`src/rtl/sijtag_pkg.sv`:
```
// Shared constants for the secure IJTAG segment: decode modes, capture
// status-bit layout and the lockout state encoding.
package sijtag_pkg;

  localparam int MODE_ONEHOT = 0;
  localparam int MODE_THERM  = 1;

  // Status bits sit directly above the code field in the capture word
  localparam int ST_ERR_IDX  = 0;
  localparam int ST_LOCK_IDX = 1;

  typedef enum logic {
    OPEN   = 1'b0,
    LOCKED = 1'b1
  } lock_state_t;

endpackage

```
`src/rtl/code_decode.sv`:
```
// Combinational select-code decoder: one-hot or thermometer enable vector,
// with an error flag for codes outside the output range.
module code_decode
  import sijtag_pkg::*;
#(
  parameter int IN_W  = 3,
  parameter int OUT_W = 4,
  parameter int MODE  = MODE_ONEHOT
) (
  input  logic [IN_W-1:0]  code,
  output logic [OUT_W-1:0] vec,
  output logic             err
);

  always_comb begin
    err = (int'(code) >= OUT_W);
    vec = '0;
    for (int i = 0; i < OUT_W; i++) begin
      if (MODE == MODE_THERM) vec[i] = !err && (i <= int'(code));
      else                    vec[i] = (i == int'(code));
    end
  end

endmodule

```
`src/rtl/secure_scan_decoder.sv`:
```
// Key-gated IJTAG test data register whose update stage drives a registered
// decoded enable vector; repeated bad keys lock updates out until reset.
module secure_scan_decoder
  import sijtag_pkg::*;
#(
  parameter int              IN_W     = 3,
  parameter int              OUT_W    = 4,
  parameter int              KEY_W    = 8,
  parameter logic [KEY_W-1:0] KEY     = 8'hA5,
  parameter int              MAX_FAIL = 3,
  parameter int              MODE     = MODE_ONEHOT
) (
  input  logic             clk,
  input  logic             rst,
  input  logic             sel,
  input  logic             capture_en,
  input  logic             shift_en,
  input  logic             update_en,
  input  logic             scan_in,
  output logic             scan_out,
  output logic [OUT_W-1:0] dec_out,
  output logic             err,
  output logic             locked
);

  localparam int SR_W = KEY_W + IN_W;
  localparam int FW   = $clog2(MAX_FAIL + 1);

  logic [SR_W-1:0]  sr;
  logic [SR_W-1:0]  cap_word;
  logic [IN_W-1:0]  code_q;
  logic             en_q;
  logic [OUT_W-1:0] dec_q;
  logic             err_q;
  logic [FW-1:0]    fail_q, fail_d;
  lock_state_t      state_q, state_d;

  logic             upd, key_ok, accept, lock_now;
  logic [OUT_W-1:0] dec_vec;
  logic             dec_err;

  code_decode #(
    .IN_W  (IN_W),
    .OUT_W (OUT_W),
    .MODE  (MODE)
  ) u_decode (
    .code (sr[IN_W-1:0]),
    .vec  (dec_vec),
    .err  (dec_err)
  );

  // Update only fires when capture and shift are idle (capture > shift > update)
  assign upd    = sel && update_en && !capture_en && !shift_en;
  assign key_ok = (sr[SR_W-1:IN_W] == KEY);

  assign locked   = (state_q == LOCKED);
  assign scan_out = sr[0];
  assign err      = err_q;
  assign dec_out  = dec_q & {OUT_W{en_q}};

  // The key field always captures as zero so it can never be read back
  always_comb begin
    cap_word                    = '0;
    cap_word[IN_W-1:0]          = code_q;
    cap_word[IN_W+ST_ERR_IDX]   = err_q;
    cap_word[IN_W+ST_LOCK_IDX]  = locked;
  end

  always_comb begin
    state_d  = state_q;
    fail_d   = fail_q;
    accept   = 1'b0;
    lock_now = 1'b0;
    case (state_q)
      OPEN: begin
        if (upd) begin
          if (key_ok) begin
            accept = 1'b1;
            fail_d = '0;
          end else begin
            if (int'(fail_q) < MAX_FAIL) fail_d = fail_q + FW'(1);
            if (int'(fail_q) + 1 >= MAX_FAIL) begin
              state_d  = LOCKED;
              lock_now = 1'b1;
            end
          end
        end
      end
      LOCKED: state_d = LOCKED;
      default: state_d = OPEN;
    endcase
  end

  always_ff @(posedge clk or posedge rst) begin
    if (rst) begin
      state_q <= OPEN;
      fail_q  <= '0;
    end else begin
      state_q <= state_d;
      fail_q  <= fail_d;
    end
  end

  always_ff @(posedge clk or posedge rst) begin
    if (rst) begin
      sr     <= '0;
      code_q <= '0;
      en_q   <= 1'b0;
      dec_q  <= '0;
      err_q  <= 1'b0;
    end else begin
      if (sel && capture_en)    sr <= cap_word;
      else if (sel && shift_en) sr <= {scan_in, sr[SR_W-1:1]};
      if (accept) begin
        code_q <= sr[IN_W-1:0];
        en_q   <= 1'b1;
        dec_q  <= dec_vec;
        err_q  <= dec_err;
      end
      if (lock_now) begin
        en_q  <= 1'b0;
        dec_q <= '0;
      end
    end
  end

endmodule

```
`config.mk`:
```
export PLATFORM = sky130hd
export DESIGN_NAME = secure_scan_decoder
export DESIGN_NICKNAME = d
export VERILOG_FILES = /design/src/rtl/sijtag_pkg.sv /design/src/rtl/code_decode.sv /design/src/rtl/secure_scan_decoder.sv
export SDC_FILE = /design/constraint.sdc
export NUM_CORES = 1
export LEC_CHECK = 0
export CORE_MARGIN = 4
export CORE_UTILIZATION = 30
export CTS_BUF_LIST = sky130_fd_sc_hd__clkbuf_4
export DETAILED_ROUTE_END_ITERATION = 12
export GPL_TIMING_DRIVEN = 0
export SYNTH_ARGS = -nofsm -noshare
export SYNTH_HDL_FRONTEND = slang
export SYNTH_SLANG_ARGS = --single-unit
```
`constraint.sdc`:
```
create_clock -name clk -period 1.56 [get_ports clk]
set_input_delay 0.312 -clock clk [delete_from_list [all_inputs] [get_ports clk]]
set_output_delay 0.312 -clock clk [all_outputs]
set_load 0.01 [all_outputs]
```
==> flow_summary.html, run 1 <==
<table>
<tr><th>Metric</th><th>Value</th></tr>
<tr><th colspan="2">Outcome</th></tr>
<tr><td>Run status</td><td>complete, but fails checks</td></tr>
<tr><td>Violated checks</td><td>negative setup slack</td></tr>
<tr><th colspan="2">Synthesis</th></tr>
<tr><td>Number of instances in the synthesized netlist</td><td>111</td></tr>
<tr><td>Number of flops mapped to enable cells by yosys</td><td>0</td></tr>
<tr><td>Synthesis Warnings</td><td>0</td></tr>
<tr><td>Number of library cell types mapped by synthesis</td><td>33</td></tr>
<tr><td>Synthesized area divided by synthesized cell count</td><td>10.52 um2</td></tr>
<tr><td>Synth Cell Area</td><td>1167 um2</td></tr>
<tr><td>Number of nets produced by synthesis</td><td>120</td></tr>
<tr><td>Ys flop type</td><td>sky130_fd_sc_hd__dfrtp_1</td></tr>
<tr><td>Post-synthesis sequential area ratio</td><td>49.30%</td></tr>
<tr><td>Async set-or-reset flop fraction in the synthesized netlist</td><td>100.0%</td></tr>
<tr><td>Register bit total from synthesis</td><td>23</td></tr>
<tr><th colspan="2">Clock network</th></tr>
<tr><td>H-tree Lvls</td><td>1</td></tr>
<tr><td>Clock-pin slew on the worst setup and hold paths</td><td>0.13 ns</td></tr>
<tr><td>Root cell of the clock tree</td><td>sky130_fd_sc_hd__clkbuf_4</td></tr>
<tr><td>CTS tree</td><td>done</td></tr>
<tr><td>Number of clock buffers inserted by TritonCTS</td><td>3</td></tr>
<tr><td>Clock insertion delay at the later pin of the skew report</td><td>0.32 ns</td></tr>
<tr><td>Clk buf depth</td><td>2</td></tr>
<tr><td>Number of clock sinks</td><td>23</td></tr>
<tr><th colspan="2">Min path</th></tr>
<tr><td>Hold WC Path Type</td><td>in2reg</td></tr>
<tr><td>Cells on Worst Hold Path</td><td>3</td></tr>
<tr><th colspan="2">STA</th></tr>
<tr><td>Slew at the pin closest to its max-slew limit</td><td>~0.86 ns</td></tr>
<tr><td>Final worst setup slack</td><td>-0.002140 ns</td></tr>
<tr><td>Final-layout setup total negative slack</td><td>-0.002140 ns</td></tr>
<tr><td>Final hold violations</td><td>0</td></tr>
<tr><td>Worst hold slack</td><td>0.3973 ns</td></tr>
<tr><td>Max-slew violations</td><td>0</td></tr>
<tr><td>F_max</td><td>0.6401 GHz</td></tr>
<tr><td>Final-report setup violation count</td><td>1</td></tr>
<tr><td>Tightest slew margin relative to the limit</td><td>42.34%</td></tr>
<tr><td>Crit share post-route</td><td>100.1%</td></tr>
<tr><td>Time the worst path needs with I/O delays and setup</td><td>approximately 1.6 ns</td></tr>
<tr><td>Setup repair after global routing missed its margin</td><td>true</td></tr>
<tr><td>Clock Skews</td><td>roughly 0.0038 ns</td></tr>
<tr><th colspan="2">Pwr</th></tr>
<tr><td>Worst IR drop on VDD</td><td>205.6 uV</td></tr>
<tr><td>Power per cell area</td><td>687.6 nW/um2</td></tr>
<tr><td>Leakage dissipation</td><td>0.7292 nW</td></tr>
<tr><th colspan="2">Finish</th></tr>
<tr><td>Fin nets</td><td>152</td></tr>
<tr><td>Post-route cell area</td><td>1559 um2</td></tr>
<tr><td>Fill cell count</td><td>around 360</td></tr>
<tr><td>Count of inserted antenna diode cells</td><td>0</td></tr>
<tr><td>Share of final-layout standard cells stronger than drive strength 1</td><td>24.65%</td></tr>
<tr><td>Synthesis-to-finish area growth</td><td>33.55%</td></tr>
<tr><th colspan="2">Worst setup path</th></tr>
<tr><td>Kind of end point of the critical path</td><td>register</td></tr>
<tr><td>CP startpoint kind</td><td>register</td></tr>
<tr><td>CP max-delay cell</td><td>sky130_fd_sc_hd__dfrtp_1</td></tr>
<tr><td>Critical path depth in cells</td><td>4</td></tr>
<tr><td>Buffers &amp; Inverters on Critical Path</td><td>1</td></tr>
<tr><td>Type of the setup path with the least slack</td><td>reg2reg</td></tr>
<tr><td>Gate family responsible for the most delay along the worst path</td><td>simple AND/OR/NAND/NOR gates</td></tr>
<tr><td>R2R Setup Slk</td><td>-0.002 ns</td></tr>
<tr><td>Number of cells traversed by the worst register-to-register path</td><td>4</td></tr>
<tr><td>Required time reported for the critical path endpoint</td><td>1.78 ns</td></tr>
<tr><td>Crit path DAT</td><td>1.78 ns</td></tr>
<tr><td>Maximum single-stage delay on the critical path</td><td>approximately 0.4 ns</td></tr>
<tr><td>Crit path max fanout</td><td>8</td></tr>
<tr><td>Cell-by-cell trace of the critical path</td><td>nand4bb_4 &gt; nor4_4 &gt; buf_6 &gt; mux2_4</td></tr>
<tr><th colspan="2">Placed design</th></tr>
<tr><td>Placement Setup Slack</td><td>-0.6426 ns</td></tr>
<tr><td>Placement Cell Area</td><td>1358 um2</td></tr>
<tr><td>Count of input and output buffers</td><td>13</td></tr>
<tr><td>Detailed placer's ending HPWL</td><td>1.672 mm</td></tr>
<tr><td>Weighted congestion reported at the end of routability-driven placement</td><td>around 0.77</td></tr>
<tr><th colspan="2">GRT</th></tr>
<tr><td>Residual overflow from global routing</td><td>0</td></tr>
<tr><td>Vias in the first global route</td><td>923</td></tr>
<tr><td>Maximum number of pins on one net before global-route repair</td><td>24</td></tr>
<tr><td>Global-route wire length before repair</td><td>4.312 mm</td></tr>
<tr><td>Antenna violations before repair</td><td>0</td></tr>
<tr><td>Global-route usage over all layers</td><td>11.05%</td></tr>
<tr><th colspan="2">Floorplanning</th></tr>
<tr><td>Die Area</td><td>approximately 5000 um2</td></tr>
<tr><td>Chip Width</td><td>70.38 um</td></tr>
<tr><td>Initial Utilization</td><td>31.41%</td></tr>
<tr><td>Count of boundary I/O pins</td><td>14</td></tr>
<tr><td>Height of the die</td><td>about 70 um</td></tr>
<tr><td>Placement row count</td><td>22</td></tr>
<tr><td>Core area</td><td>3716 um2</td></tr>
<tr><th colspan="2">Job</th></tr>
<tr><td># Max-Cap Violations</td><td>0</td></tr>
<tr><th colspan="2">Routing</th></tr>
<tr><td>Overall routed net length</td><td>between 2 and 3 mm</td></tr>
<tr><td>Final antenna-violating net count</td><td>0</td></tr>
<tr><td>WL per Instance</td><td>approximately 13 um</td></tr>
<tr><td>Iteration-0 DRC Markers</td><td>34</td></tr>
<tr><td>Drt pass-1 iters</td><td>4</td></tr>
<tr><td>Number of remaining DRC errors</td><td>0</td></tr>
<tr><td>Vias post-DR</td><td>959</td></tr>
<tr><td>Average vias per placed instance</td><td>a little over 5</td></tr>
</table>
[synth_stat cells, types with 2 or more instances]
master | instances | share of area [%]
sky130_fd_sc_hd__o21a_1 | 4 | 2.6
sky130_fd_sc_hd__nand4bb_1 | 2 | 1.9
sky130_fd_sc_hd__ha_1 | 2 | 2.1
sky130_fd_sc_hd__nand3_1 | 5 | 2.1
sky130_fd_sc_hd__nand2_1 | 5 | 1.6
sky130_fd_sc_hd__a22o_1 | 7 | 5.3
sky130_fd_sc_hd__mux2_2 | 4 | 3.9
sky130_fd_sc_hd__nor2_1 | 10 | 3.2
sky130_fd_sc_hd__inv_1 | 10 | 3.2
sky130_fd_sc_hd__o31ai_1 | 2 | 1.3
sky130_fd_sc_hd__clkbuf_1 | 3 | 0.96
sky130_fd_sc_hd__o22ai_1 | 6 | 3.2
sky130_fd_sc_hd__a21oi_1 | 2 | 0.86
sky130_fd_sc_hd__dfrtp_1 | 23 | 49
sky130_fd_sc_hd__o21ai_0 | 4 | 1.7
sky130_fd_sc_hd__nand2b_1 | 2 | 1.1
sky130_fd_sc_hd__and2_1 | 4 | 2.1
[cell families after synthesis]
family	after synthesis	share of synthesized area (%)
adders and majority gates	2	2.143
buffers and inverters	15	5.145
DFF	23	49.30
and+or+nand+nor	38	21.44
AOI/OAI and AO/OA	27	16.29
muxes	6	5.680
[layer usage]
metal,wire (um),vias up,global-route usage (%),share of wire (%)
li1,-,467,-,-
met1,1153,460,13.81,46
met2,1174,25,17.57,47
met3,113,7,2.158,4.5
met4,71,0,6.383,2.8
met5,0,-,0,0
[cell usage in the layout (no fill, tap or decap), drive strengths merged, types with 4 or more instances in the layout]
cell type,instances
o22ai,6
nand2,5
o21a,4
inv,10
clkbuf,8
mux2,5
o21ai,4
dlymetal6s2s,4
nor2,10
and2,4
dlygate4sd2,5
buf,16
nand3,5
a22o,7
dfrtp,23
[final timing paths]
kind | startpoint | endpoint
max | sr[9] | code_q[0]
min | sel | locked
max reg2reg | sr[9] | code_q[0]
min reg2reg | code_q[1] | code_q[1]
max in group asynchronous | rst | locked
min in group asynchronous | rst | dec_q[1]
[worst register-to-register path, stage by stage (launching register included)]
cell and delay [ns]:
sky130_fd_sc_hd__dfrtp_1 0.40, sky130_fd_sc_hd__nand4bb_4 0.25, sky130_fd_sc_hd__nor4_4 0.32, sky130_fd_sc_hd__buf_6 0.19, sky130_fd_sc_hd__mux2_4 0.31
[area by class of cell]
type                       instances  area (um2)  share of cell area, %
sequential                        23       578.1                  37.08
buffer                             5       28.78                  1.846
tap                               48       60.06                  3.852
timing repair buffer              27       234.0                  15.01
multi-input combinational         73       590.6                  37.88
clock buffer                       4       30.03                  1.926
inverter                          10       37.54                  2.408
[registers in the layout, summed over array words and instances (netlist names)]
| register | flops |
|---|---|
| en_q | 1 |
| fail_q | 2 |
| dec_q | 4 |
| err | 1 |
| sr | 11 |
| code_q | 3 |
| locked | 1 |
[through the flow]
step                      util, %  std cells  power (mW)
final                       41.95        190       1.072
after global routing        41.95        190       1.121
after CTS                   40.94        186       1.074
after detailed placement    36.53        172      0.7556
after global placement      36.53        172      0.7527
after floorplan                 -        111      0.7119
[what timing repair did]
action | 4_1_cts | 5_1_grt
gates resized for setup | 20 | 7
buffers inserted | 10 | 4
endpoints found under the hold margin | 0 | 0
hold buffers | 0 | 0
pin swaps | 3 | 3
endpoints found under the setup margin | 23 | 13
[where the power goes]
| part | leakage, nW | internal (mW) | switching [mW] |
|---|---|---|---|
| clock | 0.0184 | 0.117 | 0.188 |
| combinational | 0.414 | 0.0618 | 0.0636 |
| sequential | 0.297 | 0.616 | 0.0250 |
Power figures use the tool's default switching activity.
==> inputs of run 2 (changes only) <==
CAP_MARGIN = 10   (was not set)
CORE_UTILIZATION = 51   (was 30)
PLACE_DENSITY = 0.77   (was not set)
==> run 2 against run 1 <==
The run now ends clean; die area fell by 37%; clock power down 8.5%; combinational power is essentially flat; hold slack improved by 0.074 ns; critical endpoint is now code_q[1].
==> flow_summary.html, run 2 (synthesis results as in run 1) <==
<table>
<tr><th>Metric</th><th>Value</th></tr>
<tr><th colspan="2">Worst setup path</th></tr>
<tr><td>Crit path max fanout</td><td>7</td></tr>
<tr><td>Gate family responsible for the most delay along the worst path</td><td>simple AND/OR/NAND/NOR gates</td></tr>
<tr><td>CP startpoint kind</td><td>register</td></tr>
<tr><td>Crit path DAT</td><td>between 1.5 and 2 ns</td></tr>
<tr><td>Crit Reg-Reg Endpoint</td><td>code_q[1]</td></tr>
<tr><td>Type of the setup path with the least slack</td><td>reg2reg</td></tr>
<tr><td>Maximum single-stage delay on the critical path</td><td>0.40 ns</td></tr>
<tr><td>Number of cells traversed by the worst register-to-register path</td><td>4</td></tr>
<tr><td>R2R Setup Slk</td><td>0.002 ns</td></tr>
<tr><td>CP max-delay cell</td><td>sky130_fd_sc_hd__dfrtp_1</td></tr>
<tr><td>Kind of end point of the critical path</td><td>register</td></tr>
<tr><td>Reg2Reg Launch Point</td><td>sr[7]</td></tr>
<tr><td>Buffers &amp; Inverters on Critical Path</td><td>1</td></tr>
<tr><td>Cell-by-cell trace of the critical path</td><td>nand4bb_4 &gt; nor4_4 &gt; buf_6 &gt; mux2_4</td></tr>
<tr><td>Required time reported for the critical path endpoint</td><td>1.77 ns</td></tr>
<tr><th colspan="2">Floorplanning</th></tr>
<tr><td>Die Area</td><td>3119 um2</td></tr>
<tr><td>Chip Width</td><td>55.85 um</td></tr>
<tr><td>Initial Utilization</td><td>53.28%</td></tr>
<tr><td>Height of the die</td><td>55.85 um</td></tr>
<tr><td>Placement row count</td><td>17</td></tr>
<tr><td>Core area</td><td>2191 um2</td></tr>
<tr><td>Count of boundary I/O pins</td><td>14</td></tr>
<tr><th colspan="2">GRT</th></tr>
<tr><td>Global-route usage over all layers</td><td>16.91%</td></tr>
<tr><td>Residual overflow from global routing</td><td>0</td></tr>
<tr><td>Vias in the first global route</td><td>about 900</td></tr>
<tr><td>Antenna violations before repair</td><td>0</td></tr>
<tr><td>Global-route wire length before repair</td><td>4.160 mm</td></tr>
<tr><td>Maximum number of pins on one net before global-route repair</td><td>24</td></tr>
<tr><th colspan="2">Routing</th></tr>
<tr><td>Number of remaining DRC errors</td><td>0</td></tr>
<tr><td>Iteration-0 DRC Markers</td><td>36</td></tr>
<tr><td>Average vias per placed instance</td><td>5.604</td></tr>
<tr><td>Vias post-DR</td><td>947</td></tr>
<tr><td>Drt pass-1 iters</td><td>4</td></tr>
<tr><td>WL per Instance</td><td>15.06 um</td></tr>
<tr><td>Overall routed net length</td><td>2.545 mm</td></tr>
<tr><td>Final antenna-violating net count</td><td>0</td></tr>
<tr><th colspan="2">Clock network</th></tr>
<tr><td>CTS tree</td><td>done</td></tr>
<tr><td>Hold-fix buffers at CTS</td><td>0</td></tr>
<tr><td>Clock insertion delay at the later pin of the skew report</td><td>0.31 ns</td></tr>
<tr><td>Number of clock sinks</td><td>23</td></tr>
<tr><td>Root cell of the clock tree</td><td>sky130_fd_sc_hd__clkbuf_4</td></tr>
<tr><td>Number of clock buffers inserted by TritonCTS</td><td>3</td></tr>
<tr><td>Clk buf depth</td><td>2</td></tr>
<tr><td>Clock-pin slew on the worst setup and hold paths</td><td>between 0.1 and 0.15 ns</td></tr>
<tr><td>H-tree Lvls</td><td>1</td></tr>
<tr><th colspan="2">Finish</th></tr>
<tr><td>Share of final-layout standard cells stronger than drive strength 1</td><td>26.95%</td></tr>
<tr><td>Largest register by flop count</td><td>sr</td></tr>
<tr><td>Fin nets</td><td>151</td></tr>
<tr><td>Footprint of the multi-input gates</td><td>a little over 600 um2</td></tr>
<tr><td>Synthesis-to-finish area growth</td><td>31.83%</td></tr>
<tr><td>Post-route core utilization</td><td>70.25%</td></tr>
<tr><td>Number of flip-flops in the largest register</td><td>11</td></tr>
<tr><td>Fill cell count</td><td>158</td></tr>
<tr><td>Register cell area after layout</td><td>578.1 um2</td></tr>
<tr><td>Regs by FF count</td><td>sr x11, dec_q x4, code_q x3</td></tr>
<tr><td>Top library cells by usage in the layout, fill and taps aside</td><td>21 x sky130_fd_sc_hd__dfrtp_1, 12 x sky130_fd_sc_hd__buf_4, 10 x sky130_fd_sc_hd__inv_1</td></tr>
<tr><td>Count of inserted antenna diode cells</td><td>0</td></tr>
<tr><td>Commonest non-fill, non-tap cell in the layout</td><td>sky130_fd_sc_hd__dfrtp_1</td></tr>
<tr><th colspan="2">STA</th></tr>
<tr><td>Setup repair after global routing missed its margin</td><td>true</td></tr>
<tr><td>Clock Skews</td><td>0.004281 ns</td></tr>
<tr><td>Tightest slew margin relative to the limit</td><td>a little over two fifths</td></tr>
<tr><td>Slew at the pin closest to its max-slew limit</td><td>slightly below 0.9 ns</td></tr>
<tr><td>Max-slew violations</td><td>0</td></tr>
<tr><td>Crit share post-route</td><td>99.86%</td></tr>
<tr><td>Final-report setup violation count</td><td>0</td></tr>
<tr><td>F_max</td><td>roughly 0.64 GHz</td></tr>
<tr><td>Final hold violations</td><td>0</td></tr>
<tr><td>Worst hold slack</td><td>between 0.4 and 0.5 ns</td></tr>
<tr><td>Time the worst path needs with I/O delays and setup</td><td>around 1.6 ns</td></tr>
<tr><th colspan="2">Min path</th></tr>
<tr><td>Hold WC Path Type</td><td>in2async</td></tr>
<tr><th colspan="2">Placed design</th></tr>
<tr><td>Count of input and output buffers</td><td>13</td></tr>
<tr><td>Weighted congestion reported at the end of routability-driven placement</td><td>0.8110</td></tr>
<tr><td>Detailed placer's ending HPWL</td><td>between 1.5 and 2 mm</td></tr>
<tr><th colspan="2">Pwr</th></tr>
<tr><td>Leakage dissipation</td><td>~0.72 nW</td></tr>
<tr><td>Power per cell area</td><td>679.6 nW/um2</td></tr>
<tr><td>Post-layout total power</td><td>between 1 and 1.5 mW</td></tr>
<tr><td>Worst IR drop on VDD</td><td>624.4 uV</td></tr>
<tr><th colspan="2">Job</th></tr>
<tr><td># Max-Cap Violations</td><td>0</td></tr>
<tr><th colspan="2">Outcome</th></tr>
<tr><td>Run status</td><td>completed</td></tr>
</table>
==> run 2: cell types whose count changed in the layout (fill, tap and decap cells not counted), sizes merged <==
cell           previous run  this run
buf                      16        15
clkinvlp                  0         1
dlygate4sd2               5         3
clkbuf                    8         9
clkdlybuf4s50             3         2
dlymetal6s2s              4         5
==> run 2: power by group <==
| group | internal [mW] | switching, mW | leakage, nW |
|---|---|---|---|
| Sequential | 0.616 | 0.0254 | 0.297 |
| Combinational | 0.0621 | 0.0637 | 0.406 |
| Clock | 0.0977 | 0.181 | 0.0139 |
| Total | 0.776 | 0.270 | 0.716 |
==> run 2: worst max path at each step <==
stage                         from   endpoint  depth (start not counted)
after floorplan              sr[7]  code_q[1]                          4
after global placement    shift_en  code_q[1]                          5
after detailed placement  shift_en        err                          5
after CTS                    sr[9]        err                          4
after global routing         sr[4]  fail_q[0]                          5
final                        sr[7]  code_q[1]                          4
==> run 2: stage by stage <==
stage | area [um2] | setup slack [ns] | cells | TNS (ns)
2_1_floorplan | 1167 | 0.03320 | 111 | 0
6_report | 1539 | 0.002148 | 169 | 0
4_1_cts | 1511 | 0.009028 | 167 | 0
5_1_grt | 1539 | -0.07339 | 169 | -0.4305
3_3_place_gp | 1333 | -0.5865 | 152 | -8.279
3_5_place_dp | 1333 | -0.6103 | 152 | -8.520
==> run 2: routing by layer <==
metal	part of all wire [%]	GRT usage, %
met5	0	0
met4	1.9	6.780
met3	3.4	2.784
met2	50	28.21
met1	44	21.88
==> run 2: cell type report <==
| cell class | instances | share of cell area (%) |
|---|---|---|
| Sequential cell | 23 | 37.56 |
| Timing Repair Buffer | 26 | 14.63 |
| Tap cell | 28 | 2.276 |
| Buffer | 5 | 1.789 |
| Multi-Input combinational cell | 73 | 39.35 |
| Clock buffer | 3 | 1.463 |
| Inverter | 10 | 2.439 |
| Clock inverter | 1 | 0.4878 |
==> run 2: timing repair <==
item | in CTS | in global routing
setup endpoints to repair | 20 | 16
resized for setup | 22 | 12
buffers inserted | 11 | 2
pin swaps | 3 | 3
hold endpoints to repair | 0 | 0
gates cloned | 0 | 0
==> run 2: worst reg2reg max path, delay by kind of cell, from the launching register on <==
family / cells / cell delay (ns)
DFF: 1 / 0.40
muxes: 1 / 0.31
and+or+nand+nor: 2 / 0.54
buffers and inverters: 1 / 0.20
==> inputs of run 3 (changes only) <==
ABC_AREA = 1   (was not set)
CAP_MARGIN = 20   (was 10)
==> run 3 against run 2 <==
Sequential cell count did not move; first-iteration DRC count down 5.6%; area after synthesis is 1.1% lower; critical path depth is 1 lower; hold slack better by 0.0012 ns; power rose by 5.6%; largest power group unchanged; highest routed layer unchanged.
==> flow_summary.html, run 3 <==
<table>
<tr><th>Metric</th><th>Value</th></tr>
<tr><th colspan="2">Routing</th></tr>
<tr><td>Drt pass-1 iters</td><td>4</td></tr>
<tr><td>Final antenna-violating net count</td><td>0</td></tr>
<tr><td>Average vias per placed instance</td><td>slightly above 5</td></tr>
<tr><td>Iteration-0 DRC Markers</td><td>34</td></tr>
<tr><td>Vias post-DR</td><td>~960</td></tr>
<tr><td>WL per Instance</td><td>12.13 um</td></tr>
<tr><td>Number of remaining DRC errors</td><td>0</td></tr>
<tr><td>Overall routed net length</td><td>between 2 and 2.5 mm</td></tr>
<tr><th colspan="2">Floorplanning</th></tr>
<tr><td>Height of the die</td><td>55.59 um</td></tr>
<tr><td>Chip Width</td><td>55.59 um</td></tr>
<tr><td>Die Area</td><td>3090 um2</td></tr>
<tr><td>Core area</td><td>~2100 um2</td></tr>
<tr><td>Placement row count</td><td>16</td></tr>
<tr><td>Initial Utilization</td><td>56.01%</td></tr>
<tr><td>Count of boundary I/O pins</td><td>14</td></tr>
<tr><th colspan="2">Finish</th></tr>
<tr><td>Synthesis-to-finish area growth</td><td>16.79%</td></tr>
<tr><td>Count of placed standard cells in the final layout, fillers left out</td><td>190</td></tr>
<tr><td>Register cell area after layout</td><td>575.6 um2</td></tr>
<tr><td>Regs by FF count</td><td>sr x11, dec_q x4, code_q x3</td></tr>
<tr><td>Share of final-layout standard cells stronger than drive strength 1</td><td>14.72%</td></tr>
<tr><td>Count of inserted antenna diode cells</td><td>0</td></tr>
<tr><td>Largest register by flop count</td><td>sr</td></tr>
<tr><td>Post-route core utilization</td><td>about two thirds</td></tr>
<tr><td>Fin nets</td><td>173</td></tr>
<tr><td>Top library cells by usage in the layout, fill and taps aside</td><td>33 x sky130_fd_sc_hd__nand2_1, 23 x sky130_fd_sc_hd__dfrtp_1, 20 x sky130_fd_sc_hd__inv_1</td></tr>
<tr><td>Fill cell count</td><td>185</td></tr>
<tr><td>Commonest non-fill, non-tap cell in the layout</td><td>sky130_fd_sc_hd__nand2_1</td></tr>
<tr><td>Number of flip-flops in the largest register</td><td>11</td></tr>
<tr><td>Footprint of the multi-input gates</td><td>476.7 um2</td></tr>
<tr><th colspan="2">Pwr</th></tr>
<tr><td>Leakage dissipation</td><td>0.7419 nW</td></tr>
<tr><td>Clock power share</td><td>25.4%</td></tr>
<tr><td>Worst IR drop on VDD</td><td>around 700 uV</td></tr>
<tr><td>Power per cell area</td><td>819.1 nW/um2</td></tr>
<tr><td>Sw Share</td><td>approximately 29%</td></tr>
<tr><td>Switching power</td><td>~320 uW</td></tr>
<tr><td>Fraction of power consumed by combinational cells</td><td>14.4%</td></tr>
<tr><td>Proportion of power drawn by flip-flops and latches</td><td>60.3%</td></tr>
<tr><td>Internal portion of total power</td><td>a little under 800 uW</td></tr>
<tr><th colspan="2">GRT</th></tr>
<tr><td>Antenna violations before repair</td><td>0</td></tr>
<tr><td>Maximum number of pins on one net before global-route repair</td><td>24</td></tr>
<tr><td>Residual overflow from global routing</td><td>0</td></tr>
<tr><td>Global-route wire length before repair</td><td>3.953 mm</td></tr>
<tr><td>Vias in the first global route</td><td>around 830</td></tr>
<tr><td>Global-route usage over all layers</td><td>approximately 16%</td></tr>
<tr><th colspan="2">Synthesis</th></tr>
<tr><td>Ranking of synthesized cells by area</td><td>sky130_fd_sc_hd__dfrtp_1 50%, sky130_fd_sc_hd__nand2_1 11%, sky130_fd_sc_hd__o21ai_0 8.2%, sky130_fd_sc_hd__inv_1 6.5%, sky130_fd_sc_hd__nand3_1 6.5%</td></tr>
<tr><td>Synth Cell Area</td><td>1155 um2</td></tr>
<tr><td>Post-synthesis sequential area ratio</td><td>between 40% and 50%</td></tr>
<tr><td>Register bit total from synthesis</td><td>23</td></tr>
<tr><td>Ys flop type</td><td>sky130_fd_sc_hd__dfrtp_1</td></tr>
<tr><td>Fraction of synthesized cell area taken by the top area cell type</td><td>49.84%</td></tr>
<tr><td>Number of instances in the synthesized netlist</td><td>between 100 and 150</td></tr>
<tr><td>Most frequent cells after synthesis</td><td>33 x sky130_fd_sc_hd__nand2_1, 23 x sky130_fd_sc_hd__dfrtp_1, 20 x sky130_fd_sc_hd__inv_1</td></tr>
<tr><td>Most common cell in the netlist</td><td>sky130_fd_sc_hd__nand2_1</td></tr>
<tr><td>Number of flops mapped to enable cells by yosys</td><td>0</td></tr>
<tr><td>Cell type with the highest aggregate area in the netlist</td><td>sky130_fd_sc_hd__dfrtp_1</td></tr>
<tr><td>Synthesized area divided by synthesized cell count</td><td>approximately 8 um2</td></tr>
<tr><td>Async set-or-reset flop fraction in the synthesized netlist</td><td>100.0%</td></tr>
<tr><td>Synthesis Warnings</td><td>0</td></tr>
<tr><td>Number of nets produced by synthesis</td><td>153</td></tr>
<tr><td>Number of library cell types mapped by synthesis</td><td>18</td></tr>
<tr><th colspan="2">STA</th></tr>
<tr><td>Final worst setup slack</td><td>0.1368 ns</td></tr>
<tr><td>F_max</td><td>0.7026 GHz</td></tr>
<tr><td>Time the worst path needs with I/O delays and setup</td><td>1.423 ns</td></tr>
<tr><td>Max-slew violations</td><td>0</td></tr>
<tr><td>Setup repair after global routing missed its margin</td><td>false</td></tr>
<tr><td>Crit share post-route</td><td>91.23%</td></tr>
<tr><td>Worst hold slack</td><td>0.4724 ns</td></tr>
<tr><td>Clock Skews</td><td>0.002016 ns</td></tr>
<tr><td>Final hold violations</td><td>0</td></tr>
<tr><td>Slew at the pin closest to its max-slew limit</td><td>0.8465 ns</td></tr>
<tr><td>Tightest slew margin relative to the limit</td><td>approximately 44%</td></tr>
<tr><td>Final-report setup violation count</td><td>0</td></tr>
<tr><td>Final-layout setup total negative slack</td><td>0 ns</td></tr>
<tr><th colspan="2">Clock network</th></tr>
<tr><td>Clock-pin slew on the worst setup and hold paths</td><td>0.13 ns</td></tr>
<tr><td>Number of clock sinks</td><td>23</td></tr>
<tr><td>Clock insertion delay at the later pin of the skew report</td><td>0.31 ns</td></tr>
<tr><td>Clk buf depth</td><td>2</td></tr>
<tr><td>CTS tree</td><td>done</td></tr>
<tr><td>Hold-fix buffers at CTS</td><td>0</td></tr>
<tr><td>Number of clock buffers inserted by TritonCTS</td><td>3</td></tr>
<tr><td>Root cell of the clock tree</td><td>sky130_fd_sc_hd__clkbuf_4</td></tr>
<tr><td>H-tree Lvls</td><td>1</td></tr>
<tr><th colspan="2">Worst setup path</th></tr>
<tr><td>Kind of end point of the critical path</td><td>primary output</td></tr>
<tr><td>CP startpoint kind</td><td>register</td></tr>
<tr><td>Gate family responsible for the most delay along the worst path</td><td>flip-flops</td></tr>
<tr><td>Maximum single-stage delay on the critical path</td><td>0.42 ns</td></tr>
<tr><td>Type of the setup path with the least slack</td><td>reg2out</td></tr>
<tr><td>Required time reported for the critical path endpoint</td><td>roughly 1.3 ns</td></tr>
<tr><td>Critical path depth in cells</td><td>3</td></tr>
<tr><td>CP max-delay cell</td><td>sky130_fd_sc_hd__dfrtp_1</td></tr>
<tr><td>Crit path max fanout</td><td>3</td></tr>
<tr><td>Crit path DAT</td><td>1.11 ns</td></tr>
<tr><td>Cell-by-cell trace of the critical path</td><td>nand2_1 &gt; inv_1 &gt; dlygate4sd2_1</td></tr>
<tr><td>Number of cells traversed by the worst register-to-register path</td><td>7</td></tr>
<tr><td>Buffers &amp; Inverters on Critical Path</td><td>2</td></tr>
<tr><th colspan="2">Placed design</th></tr>
<tr><td>Detailed placer's ending HPWL</td><td>1.758 mm</td></tr>
<tr><td>Weighted congestion reported at the end of routability-driven placement</td><td>0.8398</td></tr>
<tr><td>Count of input and output buffers</td><td>13</td></tr>
<tr><td>Placement Setup Slack</td><td>-0.1561 ns</td></tr>
<tr><td>Post-placement cell count</td><td>184</td></tr>
<tr><th colspan="2">Min path</th></tr>
<tr><td>Hold WC Path Type</td><td>in2async</td></tr>
<tr><th colspan="2">Outcome</th></tr>
<tr><td>Run status</td><td>completed</td></tr>
<tr><th colspan="2">Job</th></tr>
<tr><td># Max-Cap Violations</td><td>0</td></tr>
</table>
==> run 3: cell types whose count changed after synthesis, moves of 3 or more <==
cell	before	now
sky130_fd_sc_hd__nor2_1	10	13
sky130_fd_sc_hd__a22o_1	7	0
sky130_fd_sc_hd__and2_1	4	0
sky130_fd_sc_hd__mux2_2	4	0
sky130_fd_sc_hd__o22ai_1	6	0
sky130_fd_sc_hd__o21ai_0	4	19
sky130_fd_sc_hd__nand3_1	5	15
sky130_fd_sc_hd__inv_1	10	20
sky130_fd_sc_hd__o21a_1	4	0
sky130_fd_sc_hd__o21ai_2	0	4
sky130_fd_sc_hd__nand2_1	5	33
sky130_fd_sc_hd__nor2_2	0	3
==> run 3: worst reg2reg max path: cells and delay by family, from the launching register on <==
family / cells / cell delay [ns]
simple gates: 5 / 0.55
flops: 1 / 0.43
fa+ha+maj: 1 / 0.15
buf+inv: 1 / 0.09
==> run 3: worst paths after layout <==
kind / start / end / slack (ns)
hold / removal: rst / fail_q[0] / 0.47
setup reg to reg: fail_q[0] / dec_q[1] / 0.26
hold reg to reg: code_q[0] / code_q[0] / 0.50
min in group clk: code_q[0] / code_q[0] / 0.50
setup / recovery: en_q / dec_out[2] / 0.14
max in group asynchronous: rst / dec_q[1] / 0.57
==> run 3: power groups by stage <==
stage	clock [mW]	sequential, mW	combinational [mW]
6_report	0.280	0.666	0.159
5_1_grt	0.316	0.672	0.181
4_1_cts	0.288	0.666	0.161
3_5_place_dp	0	0.681	0.151
3_3_place_gp	0	0.678	0.147
2_1_floorplan	0	0.675	0.100
==> run 3: kinds of logic after synthesis <==
group | share of synthesized area (%)
fa+ha+maj | 2.167
buf+inv | 8.883
flops | 49.84
simple gates | 26.98
compound gates | 12.13
==> run 3: repair_timing <==
action,in CTS,in global routing
setup endpoints to repair,7,3
resized for setup,6,5
buffers inserted,2,0
==> run 3: cell type report <==
class / count / share of cell area [%]
tap: 27 / 2.505
inverter: 22 / 6.122
multi-input combinational: 96 / 35.34
timing repair buffer: 15 / 9.833
clock inverter: 1 / 0.3711
buffer: 3 / 1.484
sequential: 23 / 42.67
clock buffer: 3 / 1.670
==> run 3: per-layer routing <==
metal	GRT usage, %	share of wire, %
met2	24.66	48
met1	22.66	47
met5	0	0
met3	5.336	4.2
met4	2.431	0.30
==> run 3: metrics by stage <==
stage | power, mW | area [um2]
floorplan | 0.7748 | 1155
detailed placement | 0.8323 | 1319
global placement | 0.8251 | 1319
CTS | 1.115 | 1354
global route | 1.169 | 1349
finish | 1.105 | 1349
